[config.mk]
export PLATFORM = sky130hd
export DESIGN_NAME = uart_tx_queue_ctrl_flat
export DESIGN_NICKNAME = d
export VERILOG_FILES = /design/src/rtl/uart_tx_queue_ctrl_if.sv /design/src/rtl/uart_tx_queue_ctrl.sv /design/src/flat_wrapper.sv
export SDC_FILE = /design/constraint.sdc
export NUM_CORES = 1
export LEC_CHECK = 0
export CAP_MARGIN = 20
export CORE_MARGIN = 2
export CORE_UTILIZATION = 45
export DETAILED_ROUTE_END_ITERATION = 12
export PLACE_DENSITY = 0.65
export SYNTH_ARGS = -nofsm -noshare
export SYNTH_HDL_FRONTEND = slang
export SYNTH_SLANG_ARGS = --single-unit
[constraint.sdc]
create_clock -name clk_i -period 4.7 [get_ports clk_i]
set_clock_uncertainty 0.2 [all_clocks]
set_input_delay 0.47 -clock clk_i [delete_from_list [all_inputs] [get_ports clk_i]]
set_output_delay 0.47 -clock clk_i [all_outputs]
set_load 0.01 [all_outputs]
[src/rtl/uart_tx_queue_ctrl_if.sv]
// CPU-side and txuart-side signals of the UART transmit queue.
// The slave modport is the queue controller; the master modport is the CPU decode / txuart side.
interface uart_tx_queue_ctrl_if #(
  parameter int unsigned DEPTH_LOG2 = 4
);
  logic                  wr_i;
  logic [7:0]            wdata_i;
  logic                  cpu_busy_o;
  logic                  empty_o;
  logic [DEPTH_LOG2:0]   level_o;
  logic                  uart_wr_o;
  logic [7:0]            uart_data_o;
  logic                  uart_busy_i;
  logic                  clr_ovf_i;
  logic                  ovf_o;

  modport master (
    output wr_i, wdata_i, clr_ovf_i, uart_busy_i,
    input  cpu_busy_o, empty_o, level_o, uart_wr_o, uart_data_o, ovf_o
  );

  modport slave (
    input  wr_i, wdata_i, clr_ovf_i, uart_busy_i,
    output cpu_busy_o, empty_o, level_o, uart_wr_o, uart_data_o, ovf_o
  );
endinterface

[src/rtl/uart_tx_queue_ctrl.sv]
// UART transmit queue: FIFO of CPU bytes handed one at a time to txuart via i_wr/o_busy.
// Optional sticky overflow flag enabled by defining UART_TXQ_OVF_EN.
module uart_tx_queue_ctrl #(
  parameter int unsigned DEPTH_LOG2 = 4,
  parameter int unsigned BUSY_WAIT  = 2
) (
  input  logic                  clk_i,
  input  logic                  reset_i,
  uart_tx_queue_ctrl_if.slave   bus
);

  localparam int unsigned DEPTH = 1 << DEPTH_LOG2;
  localparam int unsigned CW    = DEPTH_LOG2 + 1;
  localparam int unsigned WW    = (BUSY_WAIT > 1) ? $clog2(BUSY_WAIT) : 1;

  typedef enum logic [1:0] {
    IDLE      = 2'd0,
    ISSUE     = 2'd1,
    WAIT_BUSY = 2'd2,
    WAIT_DONE = 2'd3
  } state_t;

  state_t                 state_q, state_d;
  logic [WW-1:0]          wait_q, wait_d;
  logic [DEPTH_LOG2-1:0]  rd_ptr, wr_ptr;
  logic [CW-1:0]          count_q, count_d;
  logic [7:0]             mem [DEPTH];
  logic                   push, pop;

  // A write seen while full is dropped even if a pop happens on the same edge.
  assign push = bus.wr_i && !bus.cpu_busy_o;

  // Next state; the pop into the output holding register happens on IDLE->ISSUE.
  always_comb begin
    state_d = state_q;
    wait_d  = '0;
    pop     = 1'b0;
    unique case (state_q)
      IDLE: begin
        if ((count_q != '0) && !bus.uart_busy_i) begin
          pop     = 1'b1;
          state_d = ISSUE;
        end
      end
      ISSUE: state_d = WAIT_BUSY;
      WAIT_BUSY: begin
        // txuart busy may lag i_wr; give up waiting after BUSY_WAIT cycles.
        if (bus.uart_busy_i || (wait_q == WW'(BUSY_WAIT - 1))) begin
          state_d = WAIT_DONE;
        end else begin
          wait_d = WW'(wait_q + WW'(1));
        end
      end
      WAIT_DONE: begin
        if (!bus.uart_busy_i) state_d = IDLE;
      end
      default: state_d = IDLE;
    endcase
  end

  always_comb begin
    count_d = count_q;
    unique case ({push, pop})
      2'b10:   count_d = CW'(count_q + CW'(1));
      2'b01:   count_d = CW'(count_q - CW'(1));
      default: count_d = count_q;
    endcase
  end

  // State, pointers and registered status outputs.
  always_ff @(posedge clk_i) begin
    if (reset_i) begin
      state_q         <= IDLE;
      wait_q          <= '0;
      rd_ptr          <= '0;
      wr_ptr          <= '0;
      count_q         <= '0;
      bus.uart_wr_o   <= 1'b0;
      bus.uart_data_o <= 8'h00;
      bus.cpu_busy_o  <= 1'b0;
      bus.empty_o     <= 1'b1;
    end else begin
      state_q        <= state_d;
      wait_q         <= wait_d;
      count_q        <= count_d;
      bus.uart_wr_o  <= (state_d == ISSUE);
      bus.cpu_busy_o <= (count_d == CW'(DEPTH));
      bus.empty_o    <= (count_d == '0) && (state_d == IDLE);
      if (push) wr_ptr <= DEPTH_LOG2'(wr_ptr + DEPTH_LOG2'(1));
      if (pop) begin
        bus.uart_data_o <= mem[rd_ptr];
        rd_ptr          <= DEPTH_LOG2'(rd_ptr + DEPTH_LOG2'(1));
      end
    end
  end

  // Storage has no reset; the pointers define what is valid.
  always_ff @(posedge clk_i) begin
    if (!reset_i && push) mem[wr_ptr] <= bus.wdata_i;
  end

  assign bus.level_o = count_q;

`ifdef UART_TXQ_OVF_EN
  // Sticky overflow: set on a dropped write, set wins over clear.
  logic ovf_q;
  always_ff @(posedge clk_i) begin
    if (reset_i) begin
      ovf_q <= 1'b0;
    end else if (bus.wr_i && bus.cpu_busy_o) begin
      ovf_q <= 1'b1;
    end else if (bus.clr_ovf_i) begin
      ovf_q <= 1'b0;
    end
  end
  assign bus.ovf_o = ovf_q;
`else
  logic clr_ovf_unused;
  assign clr_ovf_unused = bus.clr_ovf_i;
  assign bus.ovf_o      = 1'b0;
`endif

endmodule
[src/flat_wrapper.sv]
// flat-port wrapper written by rule: the top's interface ports become plain ports
module uart_tx_queue_ctrl_flat 
#(
  parameter int unsigned DEPTH_LOG2 = 4,
  parameter int unsigned BUSY_WAIT  = 2
)
  (clk_i, reset_i, bus_wr_i, bus_wdata_i, bus_clr_ovf_i, bus_uart_busy_i, bus_cpu_busy_o, bus_empty_o, bus_level_o, bus_uart_wr_o, bus_uart_data_o, bus_ovf_o);
  uart_tx_queue_ctrl_if #(.DEPTH_LOG2(DEPTH_LOG2)) bus_i ();
  input  logic clk_i;
  input  logic reset_i;
  input wire logic [$bits(bus_i.wr_i)-1:0] bus_wr_i;
  input wire logic [$bits(bus_i.wdata_i)-1:0] bus_wdata_i;
  input wire logic [$bits(bus_i.clr_ovf_i)-1:0] bus_clr_ovf_i;
  input wire logic [$bits(bus_i.uart_busy_i)-1:0] bus_uart_busy_i;
  output wire logic [$bits(bus_i.cpu_busy_o)-1:0] bus_cpu_busy_o;
  output wire logic [$bits(bus_i.empty_o)-1:0] bus_empty_o;
  output wire logic [$bits(bus_i.level_o)-1:0] bus_level_o;
  output wire logic [$bits(bus_i.uart_wr_o)-1:0] bus_uart_wr_o;
  output wire logic [$bits(bus_i.uart_data_o)-1:0] bus_uart_data_o;
  output wire logic [$bits(bus_i.ovf_o)-1:0] bus_ovf_o;
  assign bus_i.wr_i = bus_wr_i;
  assign bus_i.wdata_i = bus_wdata_i;
  assign bus_i.clr_ovf_i = bus_clr_ovf_i;
  assign bus_i.uart_busy_i = bus_uart_busy_i;
  assign bus_cpu_busy_o = bus_i.cpu_busy_o;
  assign bus_empty_o = bus_i.empty_o;
  assign bus_level_o = bus_i.level_o;
  assign bus_uart_wr_o = bus_i.uart_wr_o;
  assign bus_uart_data_o = bus_i.uart_data_o;
  assign bus_ovf_o = bus_i.ovf_o;
  uart_tx_queue_ctrl #(.DEPTH_LOG2(DEPTH_LOG2), .BUSY_WAIT(BUSY_WAIT)) u_core (.clk_i(clk_i), .reset_i(reset_i), .bus(bus_i));
endmodule
; After elaboration in Yosys (flattened, before gate mapping)
; Memories as Yosys holds them, arrays and structs flattened. A register that Yosys moved wholly into a read port is not among the register bits.
; Index checks and enable logic that the tools add are counted.
; Widths: inputs -> output; s select.
[word_totals]
n_memories = 1
mem_bits_rw = 128
regBits = 19
output_inout_bits = 17
[classes]
eq_ne = 7
addsub = 5
n_bitwise = 1
reduce_logical = 13
muxes = 9
[mem_list]
columns = name, depth, width, rd, rd_ports_with_merged_regs, write_ports, line
row1 = u_core.mem, 16, 8, 1, 1, 1, uart_tx_queue_ctrl.sv:27  ; logic [7:0] mem [DEPTH];
[ops]
columns = operator, count
row1 = $pmux 5 s2, 1
row2 = $add 4x1->4 const B, 2
row3 = $pmux 2 s4, 1
row4 = $eq 2x1->1 const B, 3
row5 = $eq 2x2->1 const B, 3
row6 = $mux 2, 3
row7 = $add 5x1->5 const B, 1
row8 = $eq 5x5->1 const B, 1
row9 = $logic_not 5->1, 1
row10 = $reduce_bool 5->1, 1
row11 = $sub 5x1->5 const B, 1
row12 = $logic_and 1x1->1, 4
row13 = $logic_not 2->1, 2
row14 = $mux 1, 4
row15 = $logic_not 1->1, 3
row16 = $reduce_or 3->1, 1
row17 = $add 1x1->1 const B, 1
row18 = $logic_or 1x1->1, 1
row19 = $not 1->1, 1

; Longest topological paths before layout
[logic_depth]
ltp_word = 8
mapped_depth = 15
ltp_nobuf = 12

; Worst setup path after synthesis
; No wires, ideal clock.
[synth_path]
kind = register to register
from = register u_core.count_q[0], in the netlist u_core.bus.level_o[0]
to = register u_core.bus.empty_o
arrival_time_ns = 2.567
t_required_ns = 4.384
synth_period_minus_slack_ns = 2.883
setup_ns = 0.116
path_buffers = 3
stages_incl_launch_ff = 16
slack_ns = 1.817
path_cell_list = dfxtp_1 -> clkbuf_1 -> or3_1 -> nor3_1 -> nor2_1 -> nand2_1 -> inv_1 -> clkbuf_1 -> ha_1 -> buf_6 -> nor2_1 -> nand2_1 -> a21oi_1 -> a31oi_1 -> xor2_1 -> a31o_1
[synth_via]
elab_chain_cells = 8
elab_cells_between_ends = 14
[synth_lines]
columns = item, line
row1 = start: declaration, uart_tx_queue_ctrl.sv:26  ; logic [CW-1:0] count_q, count_d;
row2 = start signal: assignment, uart_tx_queue_ctrl.sv:85  ; count_q <= count_d;
row3 = $reduce_bool 5->1, uart_tx_queue_ctrl.sv:40  ; if ((count_q != '0) && !bus.uart_busy_i) begin
row4 = $logic_and 1x1->1, uart_tx_queue_ctrl.sv:40
row5 = $mux 1, uart_tx_queue_ctrl.sv:40
row6 = $mux 1, uart_tx_queue_ctrl.sv:38  ; unique case (state_q)
row7 = $eq 2x1->1 or $eq 2x2->1 (tied branches), uart_tx_queue_ctrl.sv:63  ; unique case ({push, pop})
row8 = $pmux 5 s2, uart_tx_queue_ctrl.sv:63
row9 = $logic_not 5->1, uart_tx_queue_ctrl.sv:88  ; bus.empty_o <= (count_d == '0) && (state_d == IDLE);
row10 = $logic_and 1x1->1 (*), uart_tx_queue_ctrl.sv:88
row11 = end signal: assignment, uart_tx_queue_ctrl.sv:88
row12 = end: declaration, uart_tx_queue_ctrl_if.sv:24  ; output cpu_busy_o, empty_o, level_o, uart_wr_o, uart_data_o, ovf_o
; Mark *: on every way between the ends. The rest lies on a longest branch, timed or not.
; A chain may end at the register's enable or synchronous reset.

; Worst setup path after layout
[layout_path]
from = register u_core.count_q[1], in the netlist u_core.bus.level_o[1]
to = register u_core.bus.cpu_busy_o
[layout_via]
elab_chain_cells = 7
elab_cells_between_ends = 10
[layout_lines]
columns = item, line
row1 = $reduce_bool 5->1, uart_tx_queue_ctrl.sv:40
row2 = $logic_and 1x1->1, uart_tx_queue_ctrl.sv:40
row3 = $mux 1, uart_tx_queue_ctrl.sv:40
row4 = $mux 1, uart_tx_queue_ctrl.sv:38
row5 = $eq 2x1->1 or $eq 2x2->1 (tied branches), uart_tx_queue_ctrl.sv:63
row6 = $pmux 5 s2 (*), uart_tx_queue_ctrl.sv:63
row7 = $eq 5x5->1 (*), uart_tx_queue_ctrl.sv:87  ; bus.cpu_busy_o <= (count_d == CW'(DEPTH));
row8 = end signal: assignment, uart_tx_queue_ctrl.sv:87
row9 = end: declaration, uart_tx_queue_ctrl_if.sv:24
; Marks and branches as above.

==> summary.txt <==
Status
  • Status: complete, no violations

Run
  • MaxCap Viol Count: 0

Synth
  • Cell count after synthesis: between 300 and 400
  • Async SR Flop Fraction: 0
  • Register area share after synthesis: 0.697
  • Yosys cell types: between 40 and 50
  • Post-synth EDFFs: approximately 130
  • Seq cells post-synth: around 160
  • Primary FF master, synth: edfxtp_1
  • Post-synthesis cell area: approximately 6300 sq um
  • Mean Syn Cell Area: 17.0 sq um
  • Synth warn: 0
  • Syn Nets: 389

Timing
  • Period utilisation layout: 0.737
  • Relative slew margins: 0.438
  • Slew Limit Fails: 0
  • Setup tns final: 0 ns
  • RSZ-0062 raised after global routing: no
  • Fin worst setup slack: 1.24 ns
  • Worst-Margin Slew: approximately 0.84 ns
  • Setup Viol. Count Final: 0
  • Fmax: 289 MHz
  • Fin. Hold Viols: 0
  • Min Tclk post-route: ~3.5 ns

Route
  • Via/cell ratio: roughly 5.4
  • Antenna violation net count after detailed routing: 0
  • DRT Pass-1 Iters: 4
  • Post-Route WL: roughly 12 mm
  • Post-route DRC: 0
  • Routed via count: about 3200
  • DR iter-0 viols: slightly below 300
  • Wire per inst: around 20 um

Setup path
  • Crit path kind: reg2reg
  • Worst path arrival time: 3.60 ns
  • Critical path fanouts, max: 13
  • Critical path data required time: between 4 and 5 ns
  • Setup crit end kind: flip-flop
  • Crit start category: flip-flop

Die
  • Io pins: 30
  • Die area: 14900 sq um
  • Initial Util: 0.457
  • Die X: 122 um
  • Placeable core area: around 14000 sq um
  • Die H: 122 um
  • Cell Rows: between 40 and 50

Placement
  • Cell total after placement: 560
  • GPL Wtd Cong: about 0.80
  • DP Area: 6700 sq um
  • Port Buf Inserts: 27
  • Post-DP HPWL: 7.82 mm
  • Placement Setup Slack: roughly 1.2 ns

Cells and area
  • Antenna diode count: 0
  • Post-route cell area: about 7300 sq um
  • Share of post-route cells with drive strength above 1: 0.204
  • Commonest cells after routing, fill and taps aside: edfxtp_1, mux4_2, nand2_1, nor2_1, clkdlybuf4s50_1
  • Layout Cells excl Fill: 592
  • Final #Nets: between 400 and 500
  • Register Area: approximately 4400 sq um
  • Area of the multi-input gates: around 1700 sq um
  • Area growth, synth to finish: 15.5%
  • Commonest non-fill, non-tap cell in the layout: edfxtp_1
  • Fillers: around 1100

Global routing
  • Remaining Overflow, GRT: 0
  • Vias in the first global route: ~3200
  • First-pass GRT wire length: around 18 mm
  • GRT Util Overall: 0.169
  • Initial antenna violation count: 0
  • Largest net degree at the start of global routing: 36

Hold path
  • HP Class: reg2reg

Pwr
  • Pleak: between 2 and 2.5 nW
  • Clock Power Share: 0.353
  • Gate power share: 0.188
  • Switching pwr: between 0.9 and 1 mW
  • Cell Pwr Density: about 490 nW/um^2
  • Seq pwr share: 0.459
  • Peak supply drop: around 0.26 mV
  • Switching share of power: 0.260
  • Int Pwr: 2.64 mW

CTS
  • CTS tree: done
  • CTS resizes: 0
  • Clock slew seen by the registers of the worst setup and hold paths: approximately 0.060 ns
  • Htree depth: 4
  • Clk Tree Root Cell: clkbuf_16
  • Clock buffer count from CTS: 17
  • Hold-fix buffers, CTS: 0
  • Deepest clock path buffer count: 2
  • Clk sinks: 155
  • Worst-Skew Late Latency: around 0.41 ns
  • Post-CTS Setup Repair Bufs: 0
## Yosys cell counts (all sizes together) (3+ instances only)
| library cell | number | area [sq um] |
|---|---|---|
| edfxtp | 128 | 3840 |
| mux4 | 40 | 901 |
| nand2 | 35 | 131 |
| nor2 | 33 | 124 |
| dfxtp | 27 | 541 |
| a21oi | 15 | 75.1 |
| buf | 13 | 104 |
| clkbuf | 11 | 41.3 |
| nor3 | 8 | 40.0 |
| xor2 | 8 | 70.1 |
| ha | 7 | 87.6 |
| inv | 5 | 18.8 |
| nand4 | 5 | 31.3 |
| o21ai | 3 | 15.0 |
| or3 | 3 | 23.8 |
## sequential cells by signal, summed over array words and instances (netlist names)
register and count:
u_core.bus.uart_wr_o 1, u_core.bus.cpu_busy_o 1, u_core.bus.level_o 5, u_core.bus.uart_data_o 8, u_core.wr_ptr 4, u_core.bus.empty_o 1
u_core.rd_ptr 4, u_core.wait_q 1, u_core.state_q 2, u_core.mem 128
## stage by stage
step,hold slack [ns],power [mW],util
final,0.239,3.57,0.527
after detailed placement,0.227,2.35,0.486
after CTS,0.238,3.61,0.527
after global routing,0.252,3.74,0.527
after floorplan,0.189,2.15,-
after global placement,0.199,2.32,0.486
## metal layers
layer / track usage / part of all wire / vias to the layer above
met5: 0 / 0 / -
met4: 0.0625 / 0.0074 / 0
met3: 0.0432 / 0.046 / 6
met2: 0.253 / 0.49 / 82
met1: 0.242 / 0.46 / 1636
li1: - / - / 1496
## power groups by stage
stage               sequential [mW]  clock (mW)  combinational, mW
floorplan                      1.64           0              0.512
global placement               1.67           0              0.657
detailed placement             1.67           0              0.675
CTS                            1.64        1.29              0.677
global route                   1.65        1.35              0.736
finish                         1.64        1.26              0.670
## path summary, 6_finish.rpt
kind	from	end	slack (ns)	cells after the start
setup / recovery	u_core.bus.level_o[1]$_SDFF_PP0_	u_core.bus.cpu_busy_o$_SDFF_PP0_	1.24	10
hold / removal	u_core.wait_q$_SDFF_PP0_	u_core.wait_q$_SDFF_PP0_	0.24	1
setup reg to reg	u_core.bus.level_o[1]$_SDFF_PP0_	u_core.bus.cpu_busy_o$_SDFF_PP0_	1.24	10
hold reg to reg	u_core.wait_q$_SDFF_PP0_	u_core.wait_q$_SDFF_PP0_	0.24	1
## worst max-delay path, cell delays in order (launching register included)
cell and delay (ns):
dfxtp_1 0.40, or3_1 0.42, nor3_1 0.19, nor2_1 0.08, nand2_1 0.29, inv_1 0.29, ha_1 0.50, or3_1 0.43
a32oi_2 0.22, o211a_1 0.21, nor3b_2 0.16
## cell type report
class	instances	area share
clock buffers	24	0.0689
inverters	5	0.00258
flip-flops and latches	155	0.604
clock inverters	8	0.00827
multi-input cells	185	0.240
well taps	180	0.0310
repair buffers	35	0.0455
## cells by family (layout without fill, tap and decap cells)
kind of cell / Yosys count / after routing / synth area share
AO/OA/AOI/OAI: 31 / 31 / 0.0346
flip-flops: 155 / 155 / 0.697
XOR/XNOR: 10 / 10 / 0.0139
AND/OR/NAND/NOR: 94 / 94 / 0.0673
adder cells (fa/ha/maj): 7 / 7 / 0.0139
buffers and inverters: 29 / 72 / 0.0261
other: 1 / 1 / 0.000596
multiplexers: 42 / 42 / 0.146
Note: power is estimated with default switching activity, not from simulation.
